==> src/rtl/pipe_mdu.sv <==
// rtl/pipe_mdu.sv - iterative multiply/divide unit with HI/LO registers for a 5-stage pipeline
// One iteration per cycle: shift-add multiply or restoring divide on magnitudes, signs fixed on write-back.
module pipe_mdu #(
  parameter int CNTW = 5
) (
  input  logic        clock,
  input  logic        resetn,
  input  logic        start,
  input  logic [1:0]  eop,
  input  logic [31:0] ea,
  input  logic [31:0] eb,
  input  logic        mthi,
  input  logic        mtlo,
  input  logic        cancel,
  output logic [31:0] hi,
  output logic [31:0] lo,
  output logic        busy,
  output logic        done,
  output logic        dz
);

  typedef enum logic [1:0] {IDLE, MUL, DIV} state_t;

  state_t            state, state_n;
  logic [CNTW-1:0]   cnt;
  logic [31:0]       ph, pl, opb;
  logic              neg_q, neg_r;

  logic              idle, last, divzero, accept, wr_result, mt_ok;
  logic              a_sgn, b_sgn;
  logic [31:0]       a_abs, b_abs;

  assign idle    = (state == IDLE);
  assign last    = (cnt == {CNTW{1'b1}});
  assign divzero = eop[1] & (eb == 32'd0);
  assign accept  = idle & start & ~cancel & ~divzero;
  assign wr_result = ~idle & last & ~cancel;
  assign mt_ok   = idle & ~start & ~cancel;

  // eop[0]=0 selects the signed variants
  assign a_sgn = ~eop[0] & ea[31];
  assign b_sgn = ~eop[0] & eb[31];
  assign a_abs = a_sgn ? (~ea + 32'd1) : ea;
  assign b_abs = b_sgn ? (~eb + 32'd1) : eb;

  // Multiply: ph accumulates the upper half, pl shifts the multiplier out as product bits shift in
  logic [32:0] mul_sum;
  logic [31:0] mul_ph, mul_pl;
  assign mul_sum = {1'b0, ph} + (pl[0] ? {1'b0, opb} : 33'd0);
  assign mul_ph  = mul_sum[32:1];
  assign mul_pl  = {mul_sum[0], pl[31:1]};

  // Divide: ph is the partial remainder, pl shifts dividend bits out and quotient bits in
  logic [32:0] div_sh;
  logic        div_ok;
  logic [31:0] div_ph, div_pl;
  assign div_sh = {ph, pl[31]};
  assign div_ok = (div_sh >= {1'b0, opb});
  assign div_ph = div_ok ? 32'(div_sh - {1'b0, opb}) : div_sh[31:0];
  assign div_pl = {pl[30:0], div_ok};

  logic [31:0] it_ph, it_pl;
  assign it_ph = (state == MUL) ? mul_ph : div_ph;
  assign it_pl = (state == MUL) ? mul_pl : div_pl;

  logic [63:0] prod_s;
  logic [31:0] quo_s, rem_s;
  assign prod_s = neg_q ? (~{mul_ph, mul_pl} + 64'd1) : {mul_ph, mul_pl};
  assign quo_s  = neg_q ? (~div_pl + 32'd1) : div_pl;
  assign rem_s  = neg_r ? (~div_ph + 32'd1) : div_ph;

  always_ff @(posedge clock or negedge resetn) begin
    if (!resetn) state <= IDLE;
    else         state <= state_n;
  end

  always_comb begin
    state_n = state;
    busy    = 1'b0;
    done    = 1'b0;
    dz      = 1'b0;
    case (state)
      IDLE: begin
        if (start && !cancel) begin
          if (divzero) begin
            done = 1'b1;
            dz   = 1'b1;
          end else begin
            busy    = 1'b1;
            state_n = eop[1] ? DIV : MUL;
          end
        end
      end
      MUL, DIV: begin
        if (cancel) begin
          state_n = IDLE;
        end else if (last) begin
          done    = 1'b1;
          state_n = IDLE;
        end else begin
          busy = 1'b1;
        end
      end
      default: state_n = IDLE;
    endcase
    if (!resetn) begin
      busy = 1'b0;
      done = 1'b0;
      dz   = 1'b0;
    end
  end

  always_ff @(posedge clock or negedge resetn) begin
    if (!resetn) begin
      cnt   <= '0;
      ph    <= '0;
      pl    <= '0;
      opb   <= '0;
      neg_q <= 1'b0;
      neg_r <= 1'b0;
      hi    <= '0;
      lo    <= '0;
    end else begin
      if (accept) begin
        cnt   <= '0;
        ph    <= '0;
        pl    <= eop[1] ? a_abs : b_abs;
        opb   <= eop[1] ? b_abs : a_abs;
        neg_q <= a_sgn ^ b_sgn;
        neg_r <= a_sgn;
      end else if (!idle && !cancel) begin
        cnt <= cnt + 1'b1;
        ph  <= it_ph;
        pl  <= it_pl;
      end else if (cancel) begin
        cnt <= '0;
      end

      if (wr_result) begin
        if (state == MUL) begin
          hi <= prod_s[63:32];
          lo <= prod_s[31:0];
        end else begin
          hi <= rem_s;
          lo <= quo_s;
        end
      end else if (mt_ok) begin
        if (mthi) hi <= ea;
        if (mtlo) lo <= ea;
      end
    end
  end

endmodule

==> config.mk <==
export PLATFORM = sky130hd
export DESIGN_NAME = pipe_mdu
export DESIGN_NICKNAME = d
export VERILOG_FILES = /design/src/rtl/pipe_mdu.sv
export SDC_FILE = /design/constraint.sdc
export NUM_CORES = 1
export LEC_CHECK = 0
export BUFFER_PORTS_ARGS = -buffer_cell sky130_fd_sc_hd__buf_2
export CORE_MARGIN = 2
export CORE_UTILIZATION = 56
export DETAILED_ROUTE_END_ITERATION = 7
export GPL_ROUTABILITY_DRIVEN = 1
export PLACE_DENSITY = 0.75
export REMOVE_ABC_BUFFERS = 1
export SKIP_CTS_REPAIR_TIMING = 1
export SLEW_MARGIN = 10
export SYNTH_ARGS = -nofsm -noshare
export SYNTH_HDL_FRONTEND = slang
export SYNTH_SLANG_ARGS = --single-unit
export TNS_END_PERCENT = 30
==> constraint.sdc <==
create_clock -name clock -period 13 [get_ports clock]
set_input_delay 0.65 -clock clock [delete_from_list [all_inputs] [get_ports clock]]
set_output_delay 0.65 -clock clock [all_outputs]
set_load 0.05 [all_outputs]
After elaboration in Yosys (flattened, before gate mapping). Cells that the tools add are included.

Register bits: 169. Input port bits: 72. Output and inout bits: 67. Logic and storage cells: 106.

Add/subtract/negate cells: 8. $lt $le $gt $ge: 1. Equal/unequal tests: 6. Mux-type cells: 46. Bitwise logic cells: 21. Reductions and logical operators: 15.

Operators with widths (number): 32-bit two-way mux (22); 32-bit by 1-bit adder with 32-bit output, second input constant (4); 32-bit NOT (4); 64-bit by 1-bit adder with 64-bit output, second input constant (1); 64-bit two-way mux (1); 64-bit NOT (1); 32-bit by 32-bit adder with 33-bit output (1); 33-bit by 32-bit >= comparator with 1-bit output (1); 32-bit zero test (1); 32-bit subtractor (1); 5-bit two-way mux (3); 1-bit two-way mux (12); 1-bit bitwise AND (10); 2-bit two-way mux (5); 2-bit nonzero test (4); 5-bit by 1-bit adder with 5-bit output, second input constant (1); 5-bit == test, second input constant (1); 1-bit NOT (5); 1-bit one-hot mux with 2 select lines (2); 2-bit one-hot mux with 2 select lines (1); 2-bit AND reduction (2); 3-bit != test, second input constant (1); 3-bit AND reduction (1); 3-bit nonzero test (1); other kinds (9) (11).

Logic depth before layout (Yosys ltp).
Depth after elaboration: 7. Depth in mapped cells: 21. Mapped depth without buffers: 18.

Worst setup path after synthesis. OpenSTA, ideal clock, no wires.

Path kind: register to register. Start point: register pl[0]. End point: register hi[31]. Setup time: 0.137 ns. Arrival time: 4.928 ns. Required time: 12.863 ns. Path slack: 7.935 ns. Stages on the path, launching flop included: 17. Buffers on the path: 2. Cell sequence: dfrtp_1 > clkbuf_1 > clkinv_1 > clkbuf_1 > nor2_1 > fa_1 > or3_1 > or3_4 > nor2_2 > or4b_1 > or4_1 > or3_4 > or4b_4 > or3_1 > o31a_1 > mux2i_1 > a32oi_1.

Cells in the longest elaborated chain, start to end: 7.

Ends and longest elaborated chain: from (decl) (line 26) `logic [31:0] ph, pl, opb;`; from (signal assigned) (line 127) `pl <= eop[1] ? a_abs : b_abs;`; from (signal assigned) (line 134) `pl <= it_pl;`; 32-bit two-way mux (*) (line 49) `assign mul_sum = {1'b0, ph} + (pl[0] ? {1'b0, opb} : 33'd0);`; 32-bit by 32-bit adder with 33-bit output (*) (line 49); 64-bit NOT (line 68) `assign prod_s = neg_q ? (~{mul_ph, mul_pl} + 64'd1) : {mul_ph, mul_pl};`; 64-bit by 1-bit adder with 64-bit output (line 68); 64-bit two-way mux (*) (line 68); 32-bit two-way mux (*) (line 140) `if (state == MUL) begin`; 32-bit two-way mux (*) (line 139) `if (wr_result) begin`; to (signal assigned) (line 141) `hi <= prod_s[63:32];`; to (signal assigned) (line 144) `hi <= rem_s;`; to (decl) (line 15) `output logic [31:0] hi,`.

Mark *: on every way between the ends. The rest lies on a longest branch, timed or not. A chain may end at the register's enable or synchronous reset.

Final worst setup path.
Start point: register ph[5]. End point: register hi[30].

Cells in the longest elaborated chain, start to end: 7. Elaborated cells on any way between the ends: 12. Those cells by class: add/sub (4); order compare (1); mux (5); bitwise (2).

Ends and longest elaborated chain: from (decl) (line 26); from (signal assigned) (line 133) `ph <= it_ph;`; 32-bit subtractor / 33-bit by 32-bit >= comparator with 1-bit output (equally long branches) (line 59, 58); 32-bit two-way mux (line 59) `assign div_ph = div_ok ? 32'(div_sh - {1'b0, opb}) : div_sh[31:0];`; 32-bit NOT (line 70) `assign rem_s = neg_r ? (~div_ph + 32'd1) : div_ph;`; 32-bit by 1-bit adder with 32-bit output (line 70); 32-bit two-way mux (line 70); 32-bit two-way mux (*) (line 140); 32-bit two-way mux (*) (line 139).

Marked as above.

==> results.py <==
metrics = {
    "critical_path": {
        "cp_num_buf_inv": 3,
        "cp_top_family": "compound AO/OA/AOI/OAI gates",
        "cp_cell_sequence": "ha_1 -> a21oi_1 -> o21ai_0 -> a22oi_1 -> a31oi_1 -> o41a_1 -> buf_4 -> inv_1 -> buf_4 -> nor2_1 -> a21oi_1 -> ha_1 -> nor4b_1 -> nand4_1 -> a211oi_1 -> a21oi_1 -> xnor2_1 -> a21oi_1",
        "arrival_ns": 6.40,
        "crit_top_cell": "a21oi_1",
        "cp_data_required_time_ns": 13.31,
        "path_max_fanout": 47,
        "critPathCaptureType": "flop",
        "critPathMaxStageDelay_ns": 0.74,
        "crit_type": "reg2reg",
        "cp_slowest_cell": "nor4b_1",
        "start_kind": "flop",
    },
    "cells_and_area": {
        "drive_gt1_frac": 0.0987,
        "fillers": 2931,
        "area_growth_pct": 7.38,
        "nets": 2527,
        "antennaDiodeCount": 0,
    },
    "floorplan": {
        "die_w_um": 182,
        "die_area_um2": 33300,
        "initial_core_util": 0.567,
        "rows": 65,
        "ios": 139,
        "die-height_um": 182,
        "core_area_um2": 31500,
    },
    "cts": {
        "clk_latency_ns": 0.46,
        "cts_buffers": 17,
        "path_clk_slew_ns": 0.08,
        "clock-sinks": 169,
        "ctsLongestPathBuffers": 2,
        "cts_tree": "done",
        "cts-root-buf": "clkbuf_16",
        "htreeDepth": 4,
    },
    "global_route": {
        "antenna_found_initial": 2,
        "grt_util_all_layers": 0.384,
        "grt_pass1_wl_mm": 99.9,
        "grt_max_degree": 114,
        "grt_overflow": 0,
        "grt_pass1_vias": 17500,
    },
    "run": {
        "max-cap-violations": 0,
    },
    "sta": {
        "drv_slew": 0,
        "finalHoldViolations": 0,
        "setup_ws_ns": 6.91,
        "whs_ns": 0.0957,
        "max_freq_mhz": 164,
        "fin_crit_ns": 6.09,
        "rsz0062_at_grt": "no",
        "finClkSkew_ns": 0.0192,
        "worst_slew_pin_slew_ns": 1.18,
        "max_slew_margin": 0.201,
        "fin_crit_sh": 0.468,
        "setup_tns_ns": 0,
        "setup_viol": 0,
    },
    "hold_path": {
        "hold_class": "in2async",
    },
    "logic_synthesis": {
        "synthesis.area_um2": 17800,
        "ys_ff_latch": 169,
        "synth_edf_count": 0,
        "synth_largest_area_cell": "dfrtp_1",
        "synth_seq_area_share": 0.237,
        "synth.most_common_cell": "nor2_1",
        "synth_common_cells": "nor2_1 (245), nand2_1 (227), a21oi_1 (213)",
        "synth-async-reset-ratio": 1.00,
        "ys.flop_type": "dfrtp_1",
        "syn_inst": 2383,
        "yosysUniqueCellTypes": 87,
        "yosysWarningCount": 0,
        "syn_area_per_cell_um2": 7.49,
        "yosys-top-cells-area": "dfrtp_1 (24%), xnor2_1 (6.8%), mux2i_1 (6.3%)",
        "synth_top_area_frac": 0.237,
    },
    "placed_design": {
        "dpl.hpwl_mm": 48.9,
        "gp_congestion": 1.03,
        "dp_slack_ns": 7.12,
        "portBuffers": 138,
    },
    "drt": {
        "drcViolationCount": 0,
        "drt_iter0_markers": 2767,
        "drt-wirelength-per-cell_um": 23.3,
        "num_vias": 19100,
        "drt_first_pass_iters": 6,
        "wl_mm": 65.1,
        "vias_per_cell": 6.84,
        "antenna_left": 0,
    },
    "power_and_ir_drop": {
        "leakagePower_nw": 7.91,
        "p_int_mw": 2.60,
        "swShare": 0.583,
        "vdd_ir_drop_max_uv": 153,
        "p_switching_mw": 3.65,
        "power_frac_comb": 0.740,
        "powerDensity_nw_per_um2": 326,
        "power_frac_clock": 0.087,
        "seqPwrFrac": 0.173,
    },
    "run_status": {
        "run_status": "complete, no violations",
    },
}
==> worst reg2reg max path, cell delays in order (launching register included) <==
cell	delay, ns
dfrtp_1	0.47
ha_1	0.43
a21oi_1	0.29
o21ai_0	0.23
a22oi_1	0.33
a31oi_1	0.29
o41a_1	0.38
buf_4	0.28
inv_1	0.27
buf_4	0.51
nor2_1	0.09
a21oi_1	0.19
ha_1	0.27
nor4b_1	0.74
nand4_1	0.25
a211oi_1	0.52
a21oi_1	0.16
xnor2_1	0.16
a21oi_1	0.09
==> layer usage <==
metal  global-route usage  routed length [µm]  vias to the layer above
li1                     -                   -                     8682
met5                    0                  13                        -
met3               0.0653                7150                      190
met1                0.544               26900                     9048
met2                0.588               28500                     1179
met4                0.141                2510                        2
==> cells by family (layout without fill, tap and decap cells) <==
kind of cell             Yosys count  count (layout)  synth area share
buffers and inverters            248             257            0.0532
multiplexers                     122             122            0.0697
XOR/XNOR                         214             214             0.105
AO/OA/AOI/OAI                    753             753             0.266
adder cells (fa/ha/maj)           76              76            0.0541
flip-flops                       169             169             0.237
AND/OR/NAND/NOR                  801             801             0.215
==> through the flow <==
step / utilization / std cells / power (mW) / cell area [µm²]
after floorplan: - / 2200 / 4.28 / 17100
after global placement: 0.590 / 2762 / 5.49 / 18600
after detailed placement: 0.590 / 2762 / 5.51 / 18600
after CTS: 0.609 / 2794 / 6.09 / 19200
after global routing: 0.609 / 2794 / 6.62 / 19200
final: 0.609 / 2794 / 6.25 / 19200
==> flip-flops by register name (all words and copies together), names as in the netlist <==
signal	count
pl	32
ph	32
opb	32
state	2
hi	32
neg_r	1
cnt	5
lo	32
neg_q	1
==> power by group through the flow <==
stage               clock network (mW)  logic, mW  registers, mW
floorplan                            0       2.93           1.36
CTS                              0.544       4.48           1.06
detailed placement                   0       4.44           1.07
finish                           0.544       4.63           1.08
global placement                     0       4.43           1.06
global route                     0.559       4.96           1.10
==> final timing paths <==
kind                                     start                   to  cells past startpoint  slack (ns)
hold reg to reg            opb[17]$_DFFE_PN0P_  opb[17]$_DFFE_PN0P_                      2        0.48
setup / recovery             ph[5]$_DFFE_PN0P_   hi[30]$_DFFE_PN0P_                     18        6.91
setup reg to reg             ph[5]$_DFFE_PN0P_   hi[30]$_DFFE_PN0P_                     18        6.91
hold / removal                          resetn   lo[10]$_DFFE_PN0P_                      1         0.1
min in group clock                      eop[0]    neg_q$_DFFE_PN0P_                      2        0.47
max in group asynchronous               resetn   ph[13]$_DFFE_PN0P_                      3       10.76
==> layout make-up <==
| class | instances | area [µm²] | share of cell area |
|---|---|---|---|
| clock inverters | 13 | 155 | 0.00810 |
| inverters | 65 | 244 | 0.0127 |
| repair buffers | 160 | 865 | 0.0451 |
| multi-input cells | 1966 | 12700 | 0.664 |
| clock buffers | 19 | 443 | 0.0231 |
| well taps | 402 | 503 | 0.0263 |
| flip-flops and latches | 169 | 4230 | 0.221 |
==> layout by cell type, fill, tap and decap left out, types with 42 or more instances in the layout <==
master    instances
mux2i_1         113
inv_1            64
xor2_1           75
o21ai_0         210
xnor2_1         139
nor3_1           45
buf_2           136
ha_1             73
a211oi_1         42
nor2_1          245
nand2_1         226
a21oi_1         213
dfrtp_1         168
nand3_1          82
Note: power is estimated with default switching activity, not from simulation.
